`src/rtl/sel_demux_pkg.sv`:
```
// Shared types and helpers for the select-driven dispatch demux.
// State encoding, select legality and saturating count arithmetic.
package sel_demux_pkg;

  typedef enum logic [0:0] {
    ST_EMPTY = 1'b0,
    ST_FULL  = 1'b1
  } state_e;

  function automatic logic is_legal_sel(
    input logic [31:0] sel,
    input int          n
  );
    return sel < 32'(n);
  endfunction

  function automatic logic [31:0] sat_inc(
    input logic [31:0] v,
    input logic [31:0] max
  );
    return (v >= max) ? max : v + 32'd1;
  endfunction

endpackage

```
`src/rtl/sel_demux_dispatch_if.sv`:
```
// Upstream valid/ready request and per-channel downstream bundle.
// master drives requests and channel readies; slave is the demux.
interface sel_demux_dispatch_if #(
  parameter int NUM_OUT = 3,
  parameter int SEL_W   = 2,
  parameter int DATA_W  = 8
);
  logic               in_valid;
  logic               in_ready;
  logic [SEL_W-1:0]   in_sel;
  logic [DATA_W-1:0]  in_data;
  logic [NUM_OUT-1:0] out_valid;
  logic [NUM_OUT-1:0] out_ready;
  logic [DATA_W-1:0]  out_data;

  modport master (
    output in_valid, in_sel, in_data, out_ready,
    input  in_ready, out_valid, out_data
  );

  modport slave (
    input  in_valid, in_sel, in_data, out_ready,
    output in_ready, out_valid, out_data
  );
endinterface

```
`src/rtl/sel_onehot_dec.sv`:
```
// Select code plus enable to one-hot channel vector.
// Flags enabled codes that name no channel.
module sel_onehot_dec
  import sel_demux_pkg::*;
#(
  parameter int NUM_OUT = 3,
  parameter int SEL_W   = 2
) (
  input  logic               en,
  input  logic [SEL_W-1:0]   sel,
  output logic [NUM_OUT-1:0] hot,
  output logic               illegal
);
  logic legal;

  assign legal = is_legal_sel(32'(sel), NUM_OUT);

  always_comb begin
    hot     = '0;
    illegal = 1'b0;
    unique case (1'b1)
      en && legal:  hot = NUM_OUT'(1) << sel;
      en && !legal: illegal = 1'b1;
      default: ;
    endcase
  end
endmodule

```
`src/rtl/sel_demux_dispatch.sv`:
```
// Registered 1-to-NUM_OUT dispatch demux with a single holding entry.
// Illegal selects are consumed, flagged next cycle and counted.
module sel_demux_dispatch
  import sel_demux_pkg::*;
#(
  parameter int NUM_OUT   = 3,
  parameter int SEL_W     = 2,
  parameter int DATA_W    = 8,
  parameter int ERR_CNT_W = 8
) (
  input  logic                 clk,
  input  logic                 rst,
  sel_demux_dispatch_if.slave  bus,
  output logic                 err_illegal,
  output logic [ERR_CNT_W-1:0] err_count,
  output logic                 busy
);
  localparam logic [0:0] S_EMPTY = 1'(ST_EMPTY);
  localparam logic [0:0] S_FULL  = 1'(ST_FULL);
  localparam logic [31:0] ERR_MAX =
    32'((64'd1 << ERR_CNT_W) - 64'd1);

  generate
    if (NUM_OUT < 2 || NUM_OUT > (1 << SEL_W))
      $error("sel_demux_dispatch: NUM_OUT out of range for SEL_W");
    if (ERR_CNT_W < 1 || ERR_CNT_W > 31)
      $error("sel_demux_dispatch: ERR_CNT_W out of range");
  endgenerate

  logic [0:0]         state;
  logic [SEL_W-1:0]   hold_sel;
  logic [DATA_W-1:0]  hold_data;
  logic               full;
  logic               drain;
  logic               accept;
  logic               acc_ok;
  logic               in_bad;
  logic               out_bad;
  logic [NUM_OUT-1:0] in_hot;

  assign full         = state == S_FULL;
  assign drain        = |(bus.out_valid & bus.out_ready);
  assign bus.in_ready = !full || drain;
  assign accept       = bus.in_valid && bus.in_ready;
  assign acc_ok       = |in_hot;
  assign bus.out_data = hold_data;
  assign busy         = full;

  sel_onehot_dec #(
    .NUM_OUT(NUM_OUT),
    .SEL_W  (SEL_W)
  ) u_in_dec (
    .en     (accept),
    .sel    (bus.in_sel),
    .hot    (in_hot),
    .illegal(in_bad)
  );

  sel_onehot_dec #(
    .NUM_OUT(NUM_OUT),
    .SEL_W  (SEL_W)
  ) u_out_dec (
    .en     (full),
    .sel    (hold_sel),
    .hot    (bus.out_valid),
    .illegal(out_bad)
  );

  always_ff @(posedge clk) begin
    if (rst) begin
      state       <= S_EMPTY;
      hold_sel    <= '0;
      hold_data   <= '0;
      err_illegal <= 1'b0;
      err_count   <= '0;
    end else begin
      err_illegal <= in_bad;
      if (in_bad)
        err_count <= ERR_CNT_W'(sat_inc(32'(err_count), ERR_MAX));
      // a new legal word wins over drain, so FULL persists
      if (acc_ok) begin
        state     <= S_FULL;
        hold_sel  <= bus.in_sel;
        hold_data <= bus.in_data;
      end else if (drain) begin
        state <= S_EMPTY;
      end
    end
  end

`ifndef SYNTHESIS
  a_onehot: assert property (@(posedge clk) disable iff (rst)
    $onehot0(bus.out_valid));
  a_no_x_sel: assert property (@(posedge clk) disable iff (rst)
    !(bus.in_valid && $isunknown(bus.in_sel)));
  a_hold_legal: assert property (@(posedge clk) disable iff (rst)
    !out_bad);
  a_stable: assert property (@(posedge clk) disable iff (rst)
    (full && !drain) |=>
      (full && $stable(hold_sel) && $stable(hold_data)));
`endif
endmodule

```
`src/flat_wrapper.sv`:
```
// flat-port wrapper written by rule: the top's interface ports become plain ports
module sel_demux_dispatch_flat import sel_demux_pkg::*;
#(
  parameter int NUM_OUT   = 3,
  parameter int SEL_W     = 2,
  parameter int DATA_W    = 8,
  parameter int ERR_CNT_W = 8
)
  (clk, rst, err_illegal, err_count, busy, bus_in_valid, bus_in_sel, bus_in_data, bus_out_ready, bus_in_ready, bus_out_valid, bus_out_data);
  sel_demux_dispatch_if #(.NUM_OUT(NUM_OUT), .SEL_W(SEL_W), .DATA_W(DATA_W)) bus_i ();
  input  logic clk;
  input  logic rst;
  output logic err_illegal;
  output logic [ERR_CNT_W-1:0] err_count;
  output logic busy;
  input wire logic [$bits(bus_i.in_valid)-1:0] bus_in_valid;
  input wire logic [$bits(bus_i.in_sel)-1:0] bus_in_sel;
  input wire logic [$bits(bus_i.in_data)-1:0] bus_in_data;
  input wire logic [$bits(bus_i.out_ready)-1:0] bus_out_ready;
  output wire logic [$bits(bus_i.in_ready)-1:0] bus_in_ready;
  output wire logic [$bits(bus_i.out_valid)-1:0] bus_out_valid;
  output wire logic [$bits(bus_i.out_data)-1:0] bus_out_data;
  assign bus_i.in_valid = bus_in_valid;
  assign bus_i.in_sel = bus_in_sel;
  assign bus_i.in_data = bus_in_data;
  assign bus_i.out_ready = bus_out_ready;
  assign bus_in_ready = bus_i.in_ready;
  assign bus_out_valid = bus_i.out_valid;
  assign bus_out_data = bus_i.out_data;
  sel_demux_dispatch #(.NUM_OUT(NUM_OUT), .SEL_W(SEL_W), .DATA_W(DATA_W), .ERR_CNT_W(ERR_CNT_W)) u_core (.clk(clk), .rst(rst), .bus(bus_i), .err_illegal(err_illegal), .err_count(err_count), .busy(busy));
endmodule
```
`config.mk`:
```
export PLATFORM = sky130hd
export DESIGN_NAME = sel_demux_dispatch_flat
export DESIGN_NICKNAME = d
export VERILOG_FILES = /design/src/rtl/sel_demux_pkg.sv /design/src/rtl/sel_demux_dispatch_if.sv /design/src/rtl/sel_onehot_dec.sv /design/src/rtl/sel_demux_dispatch.sv /design/src/flat_wrapper.sv
export SDC_FILE = /design/constraint.sdc
export NUM_CORES = 1
export LEC_CHECK = 0
export BUFFER_PORTS_ARGS = -buffer_cell sky130_fd_sc_hd__clkbuf_2
export CORE_AREA = 2 2 49 51
export CTS_CLUSTER_SIZE = 24
export DETAILED_ROUTE_END_ITERATION = 12
export DIE_AREA = 0 0 51 53
export GPL_TIMING_DRIVEN = 0
export PLACE_DENSITY_LB_ADDON = 0.15
export SYNTH_ARGS = -nofsm -noshare
export SYNTH_HDL_FRONTEND = slang
export SYNTH_SLANG_ARGS = --single-unit
```
`constraint.sdc`:
```
create_clock -name clk -period 3.5 [get_ports clk]
set_clock_uncertainty 0.05 [all_clocks]
set_input_delay 0.875 -clock clk [delete_from_list [all_inputs] [get_ports clk]]
set_output_delay 0.875 -clock clk [all_outputs]
set_load 0.05 [all_outputs]
```
Word-level counts from Yosys, hierarchy flattened
Index checks and enable logic that the tools add are counted.
- bits in registers: 20
- bits of input ports: 16
- output and inout bits: 22
- logic and storage cells: 28
- add/sub/neg operators: 1
- $lt $le $gt $ge: 3
- shifts and indexed selects: 2
- multiplexer cells: 6
- bitwise gates (word level): 1
- reductions and logical operators: 10
- operator list (kind ; number):
    $add A8 B1 Y8 const B ; 1
    $ge A8 B8 Y1 const B ; 1
    $mux W8 ; 1
    $mux W3 ; 2
    $reduce_or A3 Y1 ; 2
    $shl A1 B2 Y3 const A ; 2
    $logic_and A1 B1 Y1 ; 4
    $lt A2 B2 Y1 const B ; 2
    $and A3 B3 Y3 ; 1
    $mux W1 ; 3
    $logic_not A1 Y1 ; 2
    $reduce_bool A2 Y1 ; 1
    $logic_or A1 B1 Y1 ; 1

Logic depth before layout (Yosys ltp)
- depth in word-level cells: 11
- gate-level depth with buffers: 6
- mapped depth without buffers: 5

Modules after synthesis
From an unflattened synthesis, not the netlist that was laid out.
- cells, all modules: 102
- area, all modules: 892.1 um2
- by module, submodules not included (module ; times used ; cells an instance ; area each (um2) ; sequential area each (um2)):
    sel_demux_dispatch ; 1 ; 94 ; 817.0 ; 400.4
    sel_onehot_dec ; 2 ; 4 ; 37.5 ; 0.0

Least setup slack after synthesis
OpenSTA, ideal clock, no wires.
- kind: input to output
- from: in bus_out_ready[0]
- to: out bus_in_ready
- arrival: 1.693 ns
- required time: 2.575 ns
- setup slack: 0.882 ns
- cell stages on the path: 3
- buffers on the path: 0
- path through: mux2_4 or2b_1 nand3_1
- longest elaborated chain between the ends: 3
- ends and longest elaborated chain (what ; line ; RTL):
    start: declaration ; flat_wrapper.sv:19 ; input wire logic [$bits(bus_i.out_ready)-1:0] bus_out_ready;
    $and A3 B3 Y3 ; sel_demux_dispatch.sv:42 ; assign drain = |(bus.out_valid & bus.out_ready);
    $reduce_or A3 Y1 ; sel_demux_dispatch.sv:42 ;
    $logic_or A1 B1 Y1 ; sel_demux_dispatch.sv:43 ; assign bus.in_ready = !full || drain;
    end: declaration ; flat_wrapper.sv:20 ; output wire logic [$bits(bus_i.in_ready)-1:0] bus_in_ready;
Every way passes these cells.

Worst setup path after layout
Ends and elaborated chain as after synthesis.

==> results.toml <==
[die]
die_h_um = 53
dieArea_um2 = 2700
pin_count = 38
die_width_um = 51
initial_utilization = 0.433
coreArea_um2 = 2150
fp-row-count = 17

[final_layout]
nets = 167
fin_cells = 177
syn2layout_area_growth_pct = 27.0
final_common_cell = "clkbuf_2"
multi_input_area_um2 = 469
seq_area_um2 = 400
final_cell_mix = "clkbuf_2 (36), dfxtp_1 (20), nand3_1 (12), a21oi_1 (12), o21ai_0 (8)"
antenna_cells = 0
drive_gt1_frac = 0.309
fill_cells = 217

[power_and_ir_drop]
p_per_area_nw_per_um2 = 408
ir_drop_mv = 0.190
p_leak_nw = 0.505

[global_route]
use_met1 = 0.225
grt_usage = 0.173
grt.met2_usage = 0.281
antenna_found_initial = 0
grt_max_degree = 12
globalRouteOverflowTotal = 0
top_usage_layer = "met2"
grt_pass1_wl_um = 3510
grt_pass1_vias = 808
met3_usage = 0.0254

[logic_synthesis]
synth_area_um2 = 931
seq_area_frac_synth = 0.430
postSynthAreaPerCell_um2 = 8.54
synth_cell_types = 29
syn-num-nets = 126
synth-adder-area-share = 0.0134
synth_simple_gate_area_frac = 0.208
synth-seq-cells = 20
yosysWarnings = 0
netlist_instances = 109
synth_compound_area_frac = 0.266
synth_top_family_by_area = "compound AO/OA/AOI/OAI gates"
synthXorXnorAreaFrac = 0
muxShareOfSynthArea = 0.0161

[worst_setup_path]
worstPathMaxFanout = 3
end_kind = "primary output"
r2r-start = "u_core.hold_sel[0]$_SDFFE_PP0P_"
critPathCapture = "bus_in_ready"
r2r_setup_slack_ns = 1.85
reg2reg_depth = 5
crit_required_ns = 2.57
crit_type = "in2out"
reg2reg_to = "u_core.hold_sel[1]$_SDFFE_PP0P_"
crit_start = "bus_out_ready[0]"
start_kind = "input port"
cp.arrival_ns = 1.72

[placed_design]
port-buffer-count = 36
hpwl_um = 1580
gp_congestion = 0.814
dp.cells = 173
post-place-ws_ns = 0.855

[clocking]
clock_path_buffers = 2
htree_levels = 1
cts_hold_buf = 0
cts_tree = "built"
cts-resized-gates = 0
worst_setup_hold_path_clk_slew_ns = 0.11
clock_latency_ns = 0.30
cts_sinks = 20
cts-buffers-inserted = 3
post_cts.repair.setup_buffers = 0
root_buffer = "clkbuf_4"

[detailed_routing]
wl_um = 2120
first_pass_iters = 4
vias_per_cell = 5.49
detail-route-antenna-nets = 0
route.detailed.drc = 0
wl_per_cell_um = 12.0
drt_iter0_markers = 19
vias = 972

[sta]
final.setup.tns_ns = 0
worst_pin_slew_ns = 0.473
hold-worst-slack_ns = 0.429
finalSetupViolCount = 0
slew_violations = 0
max_freq_ghz = 0.379
fin_crit_ns = 2.64
fin_ws_ns = 0.858
relSlewSlack = 0.685
fin_crit_sh = 0.755
rsz0062_at_grt = "false"
hold_violations = 0

[min_path]
hp-class = "reg2reg"
hold_depth = 2

[status]
status = "finished clean"

[flow_run]
drv_cap = 0
-- through the flow --
| stage | cell area (µm²) | total power, W | utilization |
|---|---|---|---|
| after global placement | 1150 | 0.000354 | 0.533 |
| after floorplan | 931 | 0.000327 | - |
| after global routing | 1180 | 0.000507 | 0.550 |
| final | 1180 | 0.000483 | 0.550 |
| after CTS | 1180 | 0.000491 | 0.550 |
| after detailed placement | 1150 | 0.000355 | 0.533 |
-- critical path, cell delays in order --
cell	delay (ns)
clkbuf_2	0.08
mux2_4	0.27
or2b_1	0.15
nand3_1	0.09
clkbuf_2	0.25
-- synthesized netlist by cell type --
master    count  area, µm²
a211oi_1      2       15.0
a21oi_1      12       60.1
a21oi_2       1       8.76
a311oi_1      5       43.8
a31oi_1       6       37.5
a41oi_1       1       8.76
and2_1        1       6.26
and2b_1       1       7.51
and3_1        6       37.5
buf_1         1       3.75
buf_2         1       5.00
buf_6         2       22.5
clkbuf_1      4       15.0
dfxtp_1      20        400
ha_1          1       12.5
inv_1         4       15.0
mux2_4        1       15.0
nand2_1       3       11.3
nand2b_1      1       6.26
nand3_1      12       60.1
nor2_1        4       15.0
nor2b_1       1       6.26
nor3_1        6       30.0
nor4_1        1       6.26
o21a_1        1       7.51
o21ai_0       8       40.0
o221a_1       1       11.3
o221ai_2      1       15.0
or2b_1        1       7.51
-- power by group --
part           leakage [nW]  internal, W  switching [W]  total [W]
sequential            0.163     0.000237     0.00000714   0.000244
combinational         0.320    0.0000321      0.0000728   0.000105
clock                0.0210    0.0000635      0.0000700   0.000133
-- layout make-up --
class                           instances  area share
Multi-Input combinational cell         77       0.397
Sequential cell                        20       0.339
Timing Repair Buffer                   36       0.152
Buffer                                  8      0.0392
Clock buffer                            4      0.0307
Tap cell                               28      0.0296
Inverter                                4      0.0127
-- routing by layer --
metal,share of wire,vias to the layer above
li1,-,492
met1,0.47,443
met2,0.47,33
met3,0.061,4
met4,0.0066,0
met5,0,-
-- worst min-delay path by stage --
stage	start	end
final	u_core.bus.out_data[3]$_SDFFE_PP0P_	u_core.bus.out_data[3]$_SDFFE_PP0P_
after floorplan	u_core.hold_sel[1]$_SDFFE_PP0P_	u_core.hold_sel[1]$_SDFFE_PP0P_
after CTS	u_core.bus.out_data[3]$_SDFFE_PP0P_	u_core.bus.out_data[3]$_SDFFE_PP0P_
after detailed placement	u_core.bus.out_data[3]$_SDFFE_PP0P_	u_core.bus.out_data[3]$_SDFFE_PP0P_
after global routing	u_core.bus.out_data[3]$_SDFFE_PP0P_	u_core.bus.out_data[3]$_SDFFE_PP0P_
after global placement	u_core.bus.out_data[5]$_SDFFE_PP0P_	u_core.bus.out_data[5]$_SDFFE_PP0P_
-- flip-flops by register name, summed over array words and instances, names as in the netlist --
register,count
u_core.busy,1
u_core.bus.out_data,8
u_core.err_count,8
u_core.hold_sel,2
u_core.err_illegal,1
-- cell families after synthesis --
group,count (synthesis)
AO/OA/AOI/OAI,38
adder cells (fa/ha/maj),1
buffers and inverters,12
flip-flops,20
multiplexers,1
AND/OR/NAND/NOR,37
Note: power is estimated with default switching activity, not from simulation.
